--- config.mk ---
export PLATFORM = sky130hd
export DESIGN_NAME = key_event_ctrl
export DESIGN_NICKNAME = d
export VERILOG_FILES = /design/src/rtl/key_event_ctrl_pkg.sv /design/src/rtl/key_event_ctrl_debounce_fsm.sv /design/src/rtl/key_event_ctrl.sv
export SDC_FILE = /design/constraint.sdc
export NUM_CORES = 1
export LEC_CHECK = 0
export BUFFER_PORTS_ARGS = -buffer_cell sky130_fd_sc_hd__buf_2
export CAP_MARGIN = 10
export CORE_ASPECT_RATIO = 0.5
export CORE_MARGIN = 2
export CORE_UTILIZATION = 56
export DETAILED_ROUTE_END_ITERATION = 8
export GPL_TIMING_DRIVEN = 0
export PLACE_DENSITY = 0.8
export SLEW_MARGIN = 5
export SYNTH_ARGS = -nofsm -noshare
export SYNTH_HDL_FRONTEND = slang
export SYNTH_SLANG_ARGS = --single-unit
--- constraint.sdc ---
create_clock -name clock -period 1.94 [get_ports clock]
set_input_delay 0.097 -clock clock [delete_from_list [all_inputs] [get_ports clock]]
set_output_delay 0.097 -clock clock [all_outputs]
set_load 0.01 [all_outputs]
--- src/rtl/key_event_ctrl_pkg.sv ---
// Shared types and constants for the key event controller.
package key_event_ctrl_pkg;

  typedef enum logic [1:0] {
    ST_IDLE         = 2'd0,
    ST_PRESS_WAIT   = 2'd1,
    ST_HELD         = 2'd2,
    ST_RELEASE_WAIT = 2'd3
  } db_state_t;

  localparam logic [2:0] ADDR_SUBMIT = 3'b011;
  localparam logic [2:0] ADDR_STATUS = 3'b100;

endpackage

--- src/rtl/key_event_ctrl_debounce_fsm.sv ---
// Button synchronizer plus press/release debounce FSM with a one-cycle accept pulse.
//
// state           | meaning
// ST_IDLE         | button released and stable
// ST_PRESS_WAIT   | level high, counting stable high samples
// ST_HELD         | press accepted, waiting for level to drop
// ST_RELEASE_WAIT | level low, counting stable low samples
module debounce_fsm
  import key_event_ctrl_pkg::*;
#(
  parameter int DEBOUNCE_CYCLES = 200000
) (
  input  logic clock,
  input  logic reset,
  input  logic raw_in,
  output logic accept_pulse
);

  localparam int CW = $clog2(DEBOUNCE_CYCLES);
  localparam logic [CW-1:0] CNT_LAST = CW'(DEBOUNCE_CYCLES - 1);

  logic          sync_0;
  logic          sync_1;
  db_state_t     state;
  logic [CW-1:0] cnt;

  always_ff @(posedge clock) begin
    if (reset) begin
      sync_0 <= 1'b0;
      sync_1 <= 1'b0;
      state  <= ST_IDLE;
      cnt    <= '0;
    end else begin
      sync_0 <= raw_in;
      sync_1 <= sync_0;
      case (state)
        ST_IDLE: begin
          if (sync_1) begin
            state <= ST_PRESS_WAIT;
            cnt   <= '0;
          end
        end
        ST_PRESS_WAIT: begin
          if (!sync_1) begin
            state <= ST_IDLE;
            cnt   <= '0;
          end else if (cnt == CNT_LAST) begin
            state <= ST_HELD;
          end else begin
            cnt <= cnt + CW'(1);
          end
        end
        ST_HELD: begin
          if (!sync_1) begin
            state <= ST_RELEASE_WAIT;
            cnt   <= '0;
          end
        end
        ST_RELEASE_WAIT: begin
          if (sync_1) begin
            state <= ST_HELD;
          end else if (cnt == CNT_LAST) begin
            state <= ST_IDLE;
            cnt   <= '0;
          end else begin
            cnt <= cnt + CW'(1);
          end
        end
        default: begin
          state <= ST_IDLE;
          cnt   <= '0;
        end
      endcase
    end
  end

  // Decoded in the same cycle as the PRESS_WAIT -> HELD transition.
  assign accept_pulse = (state == ST_PRESS_WAIT) && sync_1 && (cnt == CNT_LAST);

endmodule

--- src/rtl/key_event_ctrl.sv ---
// Debounced submit/status buttons exposed as sticky, read-to-clear event flags
// plus a snapshot of the switches taken at each accepted submit press.
module key_event_ctrl
  import key_event_ctrl_pkg::*;
#(
  parameter int DEBOUNCE_CYCLES = 200000
) (
  input  logic        clock,
  input  logic        reset,
  input  logic        btn_submit,
  input  logic        btn_status,
  input  logic [23:0] switches,
  input  logic        SwitchCtrl,
  input  logic        ioRead,
  input  logic [2:0]  switchAddr,
  output logic        submit_posedge,
  output logic        status_posedge,
  output logic [23:0] snap_switches
);

  logic submit_accept;
  logic status_accept;
  logic read_submit;
  logic read_status;

  debounce_fsm #(.DEBOUNCE_CYCLES(DEBOUNCE_CYCLES)) u_submit_db (
    .clock        (clock),
    .reset        (reset),
    .raw_in       (btn_submit),
    .accept_pulse (submit_accept)
  );

  debounce_fsm #(.DEBOUNCE_CYCLES(DEBOUNCE_CYCLES)) u_status_db (
    .clock        (clock),
    .reset        (reset),
    .raw_in       (btn_status),
    .accept_pulse (status_accept)
  );

  assign read_submit = SwitchCtrl && ioRead && (switchAddr == ADDR_SUBMIT);
  assign read_status = SwitchCtrl && ioRead && (switchAddr == ADDR_STATUS);

  // A new press beats a same-cycle consuming read so no event is lost.
  always_ff @(posedge clock) begin
    if (reset) begin
      submit_posedge <= 1'b0;
      status_posedge <= 1'b0;
      snap_switches  <= 24'h000000;
    end else begin
      if (submit_accept) begin
        submit_posedge <= 1'b1;
        snap_switches  <= switches;
      end else if (read_submit) begin
        submit_posedge <= 1'b0;
      end
      if (status_accept) begin
        status_posedge <= 1'b1;
      end else if (read_status) begin
        status_posedge <= 1'b0;
      end
    end
  end

endmodule

Word level (Yosys, flattened, before mapping)
Cells that the tools add are included.
{"block": "totals", "reg_bits": 70, "wordCells": 82, "inputBits": 33, "out_inout_bits": 26}
{"block": "classes", "reduce_logical": 15, "n_mux": 32, "n_eq_ne": 22, "add_sub_neg": 2}
{"op": "two-way mux 18 bit", "n": 12}
{"op": "case mux 18 bit (4 select lines)", "n": 2}
{"op": "adder 18 x 1 -> 18 bit, second input constant", "n": 2}
{"op": "== test 18 bit, second input constant", "n": 2}
{"op": "two-way mux 2 bit", "n": 12}
{"op": "case mux 2 bit (4 select lines)", "n": 2}
{"op": "AND reduction 4 bit", "n": 4}
{"op": "inequality test 3 bit, second input constant", "n": 4}
{"op": "== test 2 bit, second input constant", "n": 4}
{"op": "inequality test 2 bit, second input constant", "n": 4}
{"op": "logical AND 1 bit", "n": 7}
{"op": "inequality test 3 x 1 -> 1 bit, second input constant", "n": 2}
{"op": "== test 2 x 1 -> 1 bit, second input constant", "n": 2}
{"op": "logical NOT 2 bit", "n": 2}
{"op": "two-way mux 1 bit", "n": 4}
{"op": "inequality test 2 x 1 -> 1 bit, second input constant", "n": 2}
{"op": "nonzero test 2 bit", "n": 2}
{"op": "== test 3 x 2 -> 1 bit, second input constant", "n": 1}
{"op": "== test 3 bit, second input constant", "n": 1}

Longest topological paths before layout
{"block": "depth", "word_depth": 4, "depth_mapped": 8, "mapped_depth_nobuf": 6}

By module
Synthesis repeated with hierarchy kept, for this count alone.
{"block": "unflattened", "cells_unflattened": 355, "hier_area_um2": 3398.3}
{"module": "debounce_fsm (u_status_db)", "area_each_um2": 1246.2, "cells_per_inst": 143, "seq_area_each_um2": 440.4, "instances": 1}
{"module": "debounce_fsm (u_submit_db)", "area_each_um2": 1183.6, "cells_per_inst": 126, "seq_area_each_um2": 440.4, "instances": 1}
{"module": "key_event_ctrl", "area_each_um2": 968.4, "cells_per_inst": 86, "seq_area_each_um2": 520.5, "instances": 1}

Least setup slack after synthesis
Ideal clock, no wire load.
{"block": "synth_path", "path_kind": "reg2reg", "start": "register u_submit_db.cnt[1]", "end": "register u_submit_db.cnt[17]", "setup_ns": 0.120, "t_required_ns": 1.820, "arrival_time_ns": 1.651, "synth_period_minus_slack_ns": 1.771, "path_stages_with_launch": 8, "path_slack_ns": 0.169, "path_buffers": 1, "cell_sequence": "dfxtp_1 -> ha_1 -> and2_1 -> nand4_1 -> buf_4 -> o2111ai_4 -> nor3b_1 -> a211o_1"}
{"block": "synth_between", "elab_chain_cells": 4, "elab_cells_between_ends": 9, "cone_classes": "add/sub (1); eq/ne (2); mux (5); reduce/logical (1)"}
{"element": "from (decl)", "line_no": "key_event_ctrl_debounce_fsm.sv:25", "rtl": "logic [CW-1:0] cnt;"}
{"element": "from (signal assigned)", "line_no": "key_event_ctrl_debounce_fsm.sv:50", "rtl": "cnt <= cnt + CW'(1);"}
{"element": "from (signal assigned)", "line_no": "key_event_ctrl_debounce_fsm.sv:66", "rtl": "cnt <= cnt + CW'(1);"}
{"element": "adder 18 x 1 -> 18 bit / == test 18 bit (equally long branches)"}
{"element": "two-way mux 18 bit, on equally long branches", "line_no": "key_event_ctrl_debounce_fsm.sv:62, key_event_ctrl_debounce_fsm.sv:47"}
{"element": "two-way mux 18 bit, on equally long branches", "line_no": "key_event_ctrl_debounce_fsm.sv:60, key_event_ctrl_debounce_fsm.sv:44"}
{"element": "case mux 18 bit (4 select lines)", "line_no": "key_event_ctrl_debounce_fsm.sv:36", "rtl": "case (state)"}
Parallel ways exist; a longest one is shown, timed or not. The select of a mux whose other input is x is not followed.
A chain may end at the register's enable or synchronous reset.

Final worst setup path
{"block": "layout_path", "start": "register u_status_db.cnt[10]", "end": "register u_status_db.cnt[14]"}
{"block": "layout_between", "elab_chain_cells": 4, "elab_cells_between_ends": 9, "cone_classes": "add/sub (1); eq/ne (2); mux (5); reduce/logical (1)"}
{"element": "from (decl)", "line_no": "key_event_ctrl_debounce_fsm.sv:25"}
{"element": "from (signal assigned)", "line_no": "key_event_ctrl_debounce_fsm.sv:50"}
{"element": "from (signal assigned)", "line_no": "key_event_ctrl_debounce_fsm.sv:66"}
{"element": "adder 18 x 1 -> 18 bit / == test 18 bit (equally long branches)"}
{"element": "two-way mux 18 bit, on equally long branches", "line_no": "key_event_ctrl_debounce_fsm.sv:62, key_event_ctrl_debounce_fsm.sv:47"}
{"element": "two-way mux 18 bit, on equally long branches", "line_no": "key_event_ctrl_debounce_fsm.sv:60, key_event_ctrl_debounce_fsm.sv:44"}
{"element": "case mux 18 bit (4 select lines)", "line_no": "key_event_ctrl_debounce_fsm.sv:36"}
Parallel ways exist; a longest one is shown, timed or not. The select of a mux whose other input is x is not followed.

==> summary.md <==
| Metric | Value |
|---|---|
| DRC | 0 |
| WL/cell | ~14 µm |
| Gp weighted congestion | 0.920 |
| CTS root buffer | clkbuf_16 |
| Min-Delay Path Depth | 3 |
| Longest Clk Path Bufs | 2 |
| Ratio of cells with drive above 1 in the final layout | 0.238 |
| FP Rows | 19 |
| Power per Cell Area | ~740 mW/mm² |
| Vias per std cell | approximately 5.7 |
| Reg-to-reg critical path endpoint | u_status_db.cnt[14]$_SDFFE_PP0P_ |
| #FFs+latches synth | 70 |
| Cells after Synth | ~400 |
| Top flop regs | snap_switches (24), u_status_db.cnt (18), u_submit_db.cnt (18) |
| Crit-path max FO | 6 |
| RSZ-0062 raised after global routing | no |
| Worst-skew pair later-pin latency | ~330 ps |
| Reg clk slew, reported paths | roughly 50 ps |
| Post-DP HPWL | 5.41 mm |
| Outcome | completed |
| Area growth syn-to-layout | 24.9% |
| Cell Area, Synth | about 0.0034 mm² |
| Most common cell after layout, fill and taps aside | dfxtp_1 |
| Worst reg2reg startpoint | u_status_db.cnt[10]$_SDFFE_PP0P_ |
| Vias in the first global route | between 2000 and 3000 |
| Adder-cell share of the synthesized area | 0.00744 |
| Maxcap violations | 0 |
| CP Launch Type | flop |
| Warnings, synthesis | 0 |
| Largest family of logic cells by synthesized area | simple AND/OR/NAND/NOR gates |
| Relative slew slack | 0.631 |
| Initial Util | 0.597 |
| Worst slew pin tran | 554 ps |
| Clock Sinks | 70 |
| Period utilisation layout | 0.962 |
| Simple-gate share of the synthesized area | 0.300 |
| Endpoint class of the critical path | flop |
| Leakage | 1.59 nW |
| Crit path kind | flop to flop |
| Max Clk Rate | around 540 MHz |
| XOR/XNOR Fraction of Synth Area | 0.0573 |
| Fillcell total | between 400 and 500 |
| Ant diodes | 0 |
| Post-Place Worst Slack | -105 ps |
| DRT iter0 DRCs | between 200 and 250 |
| Post-Synthesis Net Count | 436 |
| Total global-route track usage | 0.245 |
| Peak supply drop | about 0.00076 V |
| Storage element area | roughly 0.0014 mm² |
| Footprint of the multi-input gates | approximately 0.0019 mm² |
| CP Data Arrival Time | approximately 2100 ps |
| Worst Skew | 5.32 ps |
| Total CTS buffers | 9 |
| Synth Area in Compound Gates | 0.163 |
| Nets | 513 |
| Grt total ovfl | 0 |
| Pre-Repair DR Iteration Count | 5 |
| Top Ports | 59 |
| CP required | 2150 ps |
| Sequential share of the synthesized area | 0.417 |
| IO buf count | 57 |
| Post-synthesis cell type count | between 60 and 70 |
| Prevailing post-synth register cell | dfxtp_1 |
| Min-delay src | switches[8] |
| Min Hold Slack | between 10 and 15 ps |
| Fin worst setup slack | around 74 ps |
| CORE AREA | between 0.005 and 0.006 mm² |
| Reg2Reg Setup Slack | between 70 and 80 ps |
| Syn_area_per_cell | around 8.4 µm² |
| Routed Antenna Nets | 0 |
| Largest register FFs | 24 |
| Commonest non-fill, non-tap cells in the layout | dfxtp_1, nand2_1, buf_2 |
| Worst-case reg-to-reg path depth | 5 |
| Largest net degree at the start of global routing | 11 |
| CTS tree | yes |
| Die ar. | between 0.006 and 0.007 mm² |
| Final Hold Vio Count | 0 |
| Min cycle time layout | 1870 ps |
| Hold EP | snap_switches[8]$_SDFFE_PP0P_ |
| First-pass GRT wire length | between 10 and 15 mm |
| Initial antenna violation count | 0 |
| Die W | between 100 and 150 µm |
| Register with the most flip-flops | snap_switches |
| HP Class | input port to flop |
| Die height | a little under 60 µm |
| Post-synth EDFFs | 0 |
| Via count | approximately 3200 |
| CTS H-Tree Depth | 3 |
| Max Slew Vio Count | 0 |
| Routed WL | between 8 and 9 mm |
| Post-synthesis mux area share | 0.00930 |
| Final setup violation count | 0 |
| Post-synth ARST share | 0 |
## worst max-delay path by stage
| stage | from | endpoint | slack (ps) | cells after the start |
|---|---|---|---|---|
| 6_report | u_status_db.cnt[10]$_SDFFE_PP0P_ | u_status_db.cnt[14]$_SDFFE_PP0P_ | 70 | 5 |
| 4_1_cts | u_submit_db.cnt[1]$_SDFFE_PP0P_ | u_submit_db.cnt[9]$_SDFFE_PP0P_ | 7 | 7 |
| 3_3_place_gp | u_submit_db.cnt[1]$_SDFFE_PP0P_ | u_submit_db.cnt[17]$_SDFFE_PP0P_ | -130 | 7 |
| 5_1_grt | u_submit_db.state[0]$_SDFFE_PP0P_ | u_submit_db.cnt[12]$_SDFFE_PP0P_ | 0.7 | 6 |
| 3_5_place_dp | u_submit_db.cnt[1]$_SDFFE_PP0P_ | u_submit_db.cnt[17]$_SDFFE_PP0P_ | -100 | 7 |
| 2_1_floorplan | u_submit_db.cnt[1]$_SDFFE_PP0P_ | u_submit_db.cnt[17]$_SDFFE_PP0P_ | 170 | 7 |
## metal layers
metal	up-vias	global-route usage	wire (µm)
met2	94	0.427	3870
met3	6	0.0927	529
met5	-	0	0
met1	1501	0.299	3590
li1	1581	-	-
met4	0	0.0470	31
## critical path, stage by stage (launching register included)
cell and delay [ps]:
dfxtp_1 410, nor4b_1 430, nand4_1 310, and2_4 260
a41o_1 220, nor3b_1 130
## cells in the mapped netlist, drive strengths merged, types with 6 or more instances
cell / count / area, µm²
and3: 10 / 62.6
dfxtp: 70 / 1400
nand4: 19 / 125
or3: 7 / 43.8
nor2: 31 / 124
xor2: 14 / 123
buf: 17 / 118
a21oi: 47 / 250
and2: 8 / 52.6
xnor2: 8 / 70.1
clkbuf: 6 / 22.5
o21ai: 15 / 82.6
nand2: 66 / 248
nand3: 14 / 70.1
## through the flow
step                      total power, W  std cells  instance area, µm²  TNS, ps  utilization
final                            0.00311        556                4200        0        0.745
after global routing             0.00322        556                4200        0        0.745
after CTS                        0.00313        552                4100        0        0.728
after detailed placement         0.00159        531                3740    -2910        0.664
after global placement           0.00159        531                3740    -3160        0.664
after floorplan                  0.00154        401                3360        0            -
## power breakdown
part	switching [W]	internal, W
clock	0.000557	0.000971
combinational	0.0000719	0.0000587
sequential	0.00000435	0.00144
## cell families after synthesis
| logic type | Yosys count |
|---|---|
| buffers and inverters | 27 |
| AOI/OAI and AO/OA | 85 |
| DFF | 70 |
| and+or+nand+nor | 192 |
| xor gates and xnor gates | 22 |
| adders and majority gates | 2 |
| muxes | 3 |
## final cells by class
type	instances	area share
well taps	73	0.0218
flip-flops and latches	70	0.335
inverters	4	0.00358
clock buffers	16	0.0670
plain buffers	23	0.0375
repair buffers	66	0.0870
multi-input cells	304	0.448
## timing repair
item | in CTS | in global routing
pin swaps | 1 | 4
setup buffers | 0 | 4
endpoints found under the setup margin | 51 | 45
gates resized for setup | 9 | 17
hold buffers | 5 | 0
hold endpoints to repair | 5 | 0
No activity file was read; power rests on OpenSTA's default activity.
